==> src/rtl/inst_fetch_port.sv <==
// Instruction-fetch responder: walks a byte-wide synchronous memory over four
// consecutive addresses and presents the little-endian 32-bit word to IF/ID.
module inst_fetch_port #(
  parameter int          ADDR_W   = 32,
  parameter logic [31:0] NOP_INST = 32'h00000013
) (
  input  logic              clk,
  input  logic              rst,
  input  logic [ADDR_W-1:0] pc_i,
  input  logic              ce_i,
  input  logic              flush_i,
  output logic [ADDR_W-1:0] mem_addr_o,
  output logic              mem_rd_o,
  input  logic [7:0]        mem_data_i,
  output logic [31:0]       inst_o,
  output logic [ADDR_W-1:0] inst_pc_o,
  output logic              inst_valid_o,
  output logic              stallreq_o
);

  typedef enum logic [2:0] {
    IDLE = 3'd0,
    S1   = 3'd1,
    S2   = 3'd2,
    S3   = 3'd3,
    S4   = 3'd4,
    DONE = 3'd5
  } state_t;

  state_t            state, state_nxt;
  logic [ADDR_W-1:0] fetch_pc;
  logic [7:0]        byte0, byte1, byte2;
  logic              busy;
  logic              accept;
  logic              abort;

  assign busy   = (state == S1) || (state == S2) || (state == S3) || (state == S4);
  assign accept = (state == IDLE) && ce_i && !flush_i;
  // Dropping ce mid-fetch cancels the fetch just like a flush does.
  assign abort  = busy && (flush_i || !ce_i);

  always_comb begin
    state_nxt    = state;
    mem_addr_o   = '0;
    mem_rd_o     = 1'b0;
    stallreq_o   = 1'b0;
    inst_valid_o = 1'b0;
    unique case (state)
      IDLE: begin
        if (accept) begin
          mem_addr_o = pc_i;
          mem_rd_o   = 1'b1;
          stallreq_o = 1'b1;
          state_nxt  = S1;
        end
      end
      S1: begin
        mem_addr_o = fetch_pc + ADDR_W'(1);
        mem_rd_o   = 1'b1;
        stallreq_o = 1'b1;
        state_nxt  = S2;
      end
      S2: begin
        mem_addr_o = fetch_pc + ADDR_W'(2);
        mem_rd_o   = 1'b1;
        stallreq_o = 1'b1;
        state_nxt  = S3;
      end
      S3: begin
        mem_addr_o = fetch_pc + ADDR_W'(3);
        mem_rd_o   = 1'b1;
        stallreq_o = 1'b1;
        state_nxt  = S4;
      end
      S4: begin
        stallreq_o = 1'b1;
        state_nxt  = DONE;
      end
      DONE: begin
        inst_valid_o = !flush_i;
        state_nxt    = IDLE;
      end
      default: state_nxt = IDLE;
    endcase
    if (flush_i || abort) state_nxt = IDLE;
    // Outputs are quiet while reset is held, whatever state is being left.
    if (rst) begin
      mem_addr_o   = '0;
      mem_rd_o     = 1'b0;
      stallreq_o   = 1'b0;
      inst_valid_o = 1'b0;
    end
  end

  always_ff @(posedge clk) begin
    if (rst) begin
      state <= IDLE;
    end else begin
      state <= state_nxt;
    end
  end

  always_ff @(posedge clk) begin
    if (rst) begin
      fetch_pc  <= '0;
      byte0     <= '0;
      byte1     <= '0;
      byte2     <= '0;
      inst_o    <= NOP_INST;
      inst_pc_o <= '0;
    end else begin
      if (accept) fetch_pc <= pc_i;
      if (abort) begin
        byte0 <= '0;
        byte1 <= '0;
        byte2 <= '0;
      end else begin
        // Each byte arrives one cycle after its address was issued.
        unique case (state)
          S1: byte0 <= mem_data_i;
          S2: byte1 <= mem_data_i;
          S3: byte2 <= mem_data_i;
          S4: begin
            inst_o    <= {mem_data_i, byte2, byte1, byte0};
            inst_pc_o <= fetch_pc;
          end
          default: ;
        endcase
      end
      if (flush_i) begin
        inst_o <= NOP_INST;
        byte0  <= '0;
        byte1  <= '0;
        byte2  <= '0;
      end
    end
  end

endmodule

==> config.mk <==
export PLATFORM = sky130hd
export DESIGN_NAME = inst_fetch_port
export DESIGN_NICKNAME = d
export VERILOG_FILES = /design/src/rtl/inst_fetch_port.sv
export SDC_FILE = /design/constraint.sdc
export NUM_CORES = 1
export LEC_CHECK = 0
export BUFFER_PORTS_ARGS = -buffer_cell sky130_fd_sc_hd__buf_2
export CAP_MARGIN = 20
export CORE_ASPECT_RATIO = 1.75
export CORE_UTILIZATION = 40
export CTS_BUF_LIST = sky130_fd_sc_hd__clkbuf_4 sky130_fd_sc_hd__clkbuf_8
export CTS_CLUSTER_DIAMETER = 80
export DETAILED_ROUTE_END_ITERATION = 6
export GPL_TIMING_DRIVEN = 1
export PLACE_DENSITY = 0.7
export SYNTH_ARGS = -nofsm -noshare
export SYNTH_HDL_FRONTEND = slang
export SYNTH_SLANG_ARGS = --single-unit
==> constraint.sdc <==
create_clock -name clk -period 3.5 [get_ports clk]
set_input_delay 0 -clock clk [delete_from_list [all_inputs] [get_ports clk]]
set_output_delay 0 -clock clk [all_outputs]
set_load 0.02 [all_outputs]
==> results.toml, run 1 <==
[routing]
antenna_left = 0
drc_errors = 0
via_count = 6793
routed_wl_um = 20700
first_iter_violations = 406
dr.pass1.iters = 7
routedWlPerCell_um = 17.1
vias_per_cell = 5.60

[power_and_ir_drop]
ir_worst_vdd_mv = 0.291
p_leak_nw = 3.02
p_per_area_nw_per_um2 = 404

[timing]
setup_violations = 0
hold_violations = 0
worst_pin_slew_ps = 848
whs_ps = 362
rsz0062_at_grt = "yes"
slew_viol_final = 0
max_freq_mhz = 300
fin_crit_ps = 3340
finalSetupTns_ps = 0
clock_skew_ps = 12.5
relSlewSlack = 0.430
post-route-period-util = 0.953
setup_ws_ps = 165

[clocking]
htree_levels = 4
clk_pin_slew_ps = 90
numCtsBuffers = 17
insertion_delay_ps = 450
cts_root_buf = "clkbuf_8"
cts_tree = "yes"
cts.sinks = 123
clk_path_buf_depth = 2

[placement]
hpwl_um = 14400
dp_cells = 1130
gp_congestion = 0.922
pre_cts_ws_ps = 477
io_buffers = 142

[logic_synthesis]
synthCells = 872
synth_nets = 919
ys_warn_count = 0
synth-edff-count = 0
synth-seq-area-share = 0.386
synthArstFlopShare = 0
syn-mean-instance-area_um2 = 7.32
synth.ff_latch_count = 123
syn_area_um2 = 6380
synth_area_leaders = "dfxtp_1 (39%), nand2_1 (15%), a21oi_1 (11%)"
synth_common_cells = "nand2_1 (253), a21oi_1 (135), dfxtp_1 (123)"
synth_flop_cell = "dfxtp_1"
synth.distinct_cells = 59
synth.largest_area_cell = "dfxtp_1"
synth.most_common_cell = "nand2_1"
synth_top_area_share = 0.386

[die]
num_rows = 60
dieArea_um2 = 16500
start_util = 0.413
core_area_um2 = 15500
io_pins = 143
die_x_um = 97.5
die_h_um = 169

[layout]
nets = 1062
multi_input_comb_area_um2 = 3480
area_growth_pct = 26.3
finish.utilization = 0.521
stdcell_count = 1214
fillers = 1554
drive_gt1_frac = 0.208
regArea_um2 = 2460
num_antenna_cells = 0

[global_route]
antenna_found_initial = 0
grt.total_usage = 0.251
overflow = 0
grt_max_degree = 52
grt_pass1_vias = 6374
grt_pass1_wl_um = 32700

[setup_path]
critPathKind = "flip-flop to output port"
crit_path_end_kind = "output port"
r2r_setup_slack_ps = 1200
crit_start = "state[2]"
cp_max_fo = 12
reg2reg_from = "state[2]"
cp_data_arrival_time_ps = 3340
start_kind = "flip-flop"
critPathRequiredTime_ps = 3500

[job]
maxCapViolations = 0

[worst_hold_path]
hold_class = "primary input to flip-flop"
hp-start = "pc_i[18]"

[status]
status = "finished clean"
-- cell families after synthesis --
kind of cell,count (synthesis),share of synthesized area
buffers and inverters,96,0.0735
AOI/OAI and AO/OA,230,0.207
muxes,2,0.00314
xor gates and xnor gates,25,0.0343
and+or+nand+nor,393,0.289
adders and majority gates,3,0.00706
DFF,123,0.386
-- flip-flops by register name (all words and copies together), names as in the netlist --
register and cells:
state 3, byte0 8, byte2 8, inst_o 32, fetch_pc 32, byte1 8
inst_pc_o 32
-- repair_timing --
| action | in CTS | in global routing |
|---|---|---|
| hold buffers | 52 | 0 |
| endpoints found under the setup margin | 1 | 5 |
| endpoints found under the hold margin | 72 | 0 |
| buffers inserted | 0 | 0 |
| gates resized for setup | 1 | 2 |
-- worst paths after layout --
path                                  endpoint  cells after the start
worst max register to register     fetch_pc[4]                      4
worst max-delay path            mem_addr_o[31]                     10
worst min-delay path              fetch_pc[18]                      4
worst min register to register       inst_o[6]                      2
-- cells in the final DEF (no fill, tap or decap), types with 3 or more instances in the layout --
cell / instances
nand2_1: 253
buf_2: 142
a21oi_1: 135
dfxtp_1: 122
dlygate4sd3_1: 52
o21ai_0: 28
nor2_1: 26
nor4_1: 18
buf_4: 18
a31oi_1: 17
nand4_1: 17
clkbuf_8: 17
xnor2_1: 16
nor3_1: 14
nand3_1: 12
o31a_1: 11
xor2_1: 9
or4_1: 9
a22oi_1: 7
inv_1: 6
or3_1: 6
and2_1: 6
o21a_1: 5
and3_1: 5
a21boi_0: 5
inv_6: 5
bufinv_16: 5
a222oi_1: 4
o21ai_1: 4
o211ai_1: 4
nand2b_1: 3
nand4_4: 3
-- layer usage --
metal | global-route usage | up-vias | share of wire | routed length (um)
met3 | 0.0491 | 67 | 0.064 | 1330
met4 | 0.145 | 0 | 0.048 | 1000
met1 | 0.267 | 3145 | 0.36 | 7440
li1 | - | 3299 | - | -
met5 | 0 | - | 0 | 0
met2 | 0.455 | 282 | 0.53 | 11000
-- worst max-delay path: stages, from the launching register on --
cell     delay, ps
dfxtp_1        600
nor2b_2         80
and2_1         180
buf_4          170
ha_1           290
a21oi_1        150
or3_1          470
nor4_2         350
mux2i_1        120
a31oi_1        270
buf_2          220
-- stage by stage --
step | area [um^2] | power [W]
2_1_floorplan | 6380 | 0.00164
3_3_place_gp | 7060 | 0.00172
3_5_place_dp | 7060 | 0.00173
4_1_cts | 8050 | 0.00328
5_1_grt | 8060 | 0.00337
6_report | 8060 | 0.00326
-- report_power, final --
group	internal, W	switching (W)	total, W
Sequential	0.00142	0.0000458	0.00146
Combinational	0.000118	0.000158	0.000276
Clock	0.000865	0.000650	0.00152
-- area by class of cell --
| cell class | instances | area share |
|---|---|---|
| multi-input combinational | 653 | 0.432 |
| sequential | 123 | 0.306 |
| timing repair buffer | 213 | 0.172 |
| clock inverter | 15 | 0.0292 |
| clock buffer | 17 | 0.0290 |
| tap | 186 | 0.0289 |
| inverter | 7 | 0.00326 |
(Power assumes the default switching activity.)
==> run 2: changes to the inputs <==
- PLACE_DENSITY: 0.7 -> 0.72
- clock period: 3.5 -> 3 ns (I/O delays scaled with it)
==> results.toml, run 2 (synthesis gave the netlist of run 1 again) <==
[timing]
whs_ps = 59.3
fin_crit_ps = 2940
rsz0062_at_grt = "yes"
hold_violations = 0
worst_pin_slew_ps = 798
post-route-period-util = 0.980
max_freq_mhz = 340
setup_ws_ps = 59.0
setup_violations = 0
slew_viol_final = 0
clock_skew_ps = 15.6
relSlewSlack = 0.468

[routing]
first_iter_violations = 380
routed_wl_um = 21100
via_count = 6871
antenna_left = 0
drc_errors = 0
dr.pass1.iters = 5
routedWlPerCell_um = 17.2
vias_per_cell = 5.61

[placement]
dp_cells = 1145
io_buffers = 142
gp_congestion = 0.948
hpwl_um = 14800
dpl_cell_area_um2 = 7180
pre_cts_ws_ps = 247

[die]
start_util = 0.413
die_h_um = 169
dieArea_um2 = 16500
io_pins = 143
core_area_um2 = 15500
num_rows = 60
die_x_um = 97.5

[clocking]
clk_path_buf_depth = 2
clk_pin_slew_ps = 80
cts_root_buf = "clkbuf_8"
cts.sinks = 123
htree_levels = 4
cts_tree = "yes"
insertion_delay_ps = 450
numCtsBuffers = 17

[setup_path]
cp_data_arrival_time_ps = 2940
critPathKind = "flip-flop to output port"
cp_max_fo = 5
reg2reg_from = "state[2]"
critPathRequiredTime_ps = 3000
start_kind = "flip-flop"
r2r_setup_slack_ps = 920
crit_path_end_kind = "output port"
crit_start = "state[0]"
rr_endpoint = "byte0[5]"
timing.critical_path.to = "mem_addr_o[16]"
r2r_cells = 6

[power_and_ir_drop]
clock_power_share = 0.431
p_leak_nw = 3.07
p_per_area_nw_per_um2 = 439
ir_worst_vdd_mv = 0.328
totalPowerFinal_w = 0.00358
p_comb_frac = 0.095
seqPwrFrac = 0.474
p_int_w = 0.00263
p_switching_w = 0.000954
p_sw_frac = 0.266

[layout]
reg.largest.list = "fetch_pc: 32 flops, inst_o: 32 flops, inst_pc_o: 32 flops"
most-common-layout-cells = "nand2_1 (252), buf_2 (141), a21oi_1 (132)"
area_growth_pct = 28.0
fillers = 1520
final_common_cell = "nand2_1"
drive_gt1_frac = 0.238
final_area_um2 = 8160
nets = 1072
num_antenna_cells = 0
stdcell_count = 1224

[worst_hold_path]
hold_class = "primary input to flip-flop"
holdPathStages = 2

[global_route]
overflow = 0
antenna_found_initial = 0
grt.total_usage = 0.256
grt_max_degree = 52
grt_pass1_vias = 6517
grt_pass1_wl_um = 33400

[job]
maxCapViolations = 0

[status]
status = "finished clean"
-- run 2: how the worst min path moves through the flow --
stage	from	end	slack (ps)
floorplan	rst	inst_o[0]	130
global placement	pc_i[11]	fetch_pc[11]	260
detailed placement	pc_i[11]	fetch_pc[11]	260
CTS	rst	fetch_pc[26]	30
global route	rst	fetch_pc[27]	50
finish	rst	fetch_pc[31]	60
-- run 2: cell type report --
class,count,area [um^2],share of cell area
Tap cell,186,233,0.0285
Multi-Input combinational cell,653,3570,0.437
Clock buffer,18,241,0.0296
Clock inverter,14,173,0.0211
Sequential cell,123,2460,0.302
Inverter,7,33.8,0.00414
Timing Repair Buffer,223,1450,0.178
-- run 2: through the flow --
stage	utilization	setup TNS (ps)
floorplan	-	0
global placement	0.464	0
detailed placement	0.464	0
CTS	0.521	0
global route	0.528	-35.3
finish	0.528	0
-- run 2: critical path, cell delays in order (launching register included) --
cell and delay (ps):
dfxtp_2 330, nor2b_4 140, and2_4 180, inv_8 30
fa_2 420, nor2b_4 200, buf_12 150, nand2_8 60
or4_4 540, and3_4 190, a21oi_2 110, buf_4 160
-- run 2: timing repair --
action | in CTS | in global routing
resized for setup | 9 | 12
endpoints found under the setup margin | 8 | 7
hold buffers | 42 | 0
endpoints found under the hold margin | 68 | 0
setup buffers | 0 | 5
pin swaps | 0 | 5
-- run 2: power groups by stage --
stage / clock, W / sequential [W] / combinational, W
2_1_floorplan: 0 / 0.00170 / 0.000213
3_3_place_gp: 0 / 0.00173 / 0.000289
3_5_place_dp: 0 / 0.00173 / 0.000292
4_1_cts: 0.00158 / 0.00170 / 0.000337
5_1_grt: 0.00164 / 0.00170 / 0.000367
6_report: 0.00154 / 0.00170 / 0.000341
-- run 2: metal layers --
metal,global-route usage,part of all wire,up-vias
li1,-,-,3320
met1,0.275,0.37,3234
met4,0.133,0.043,0
met3,0.0454,0.056,55
met2,0.474,0.53,262
met5,0,0,-
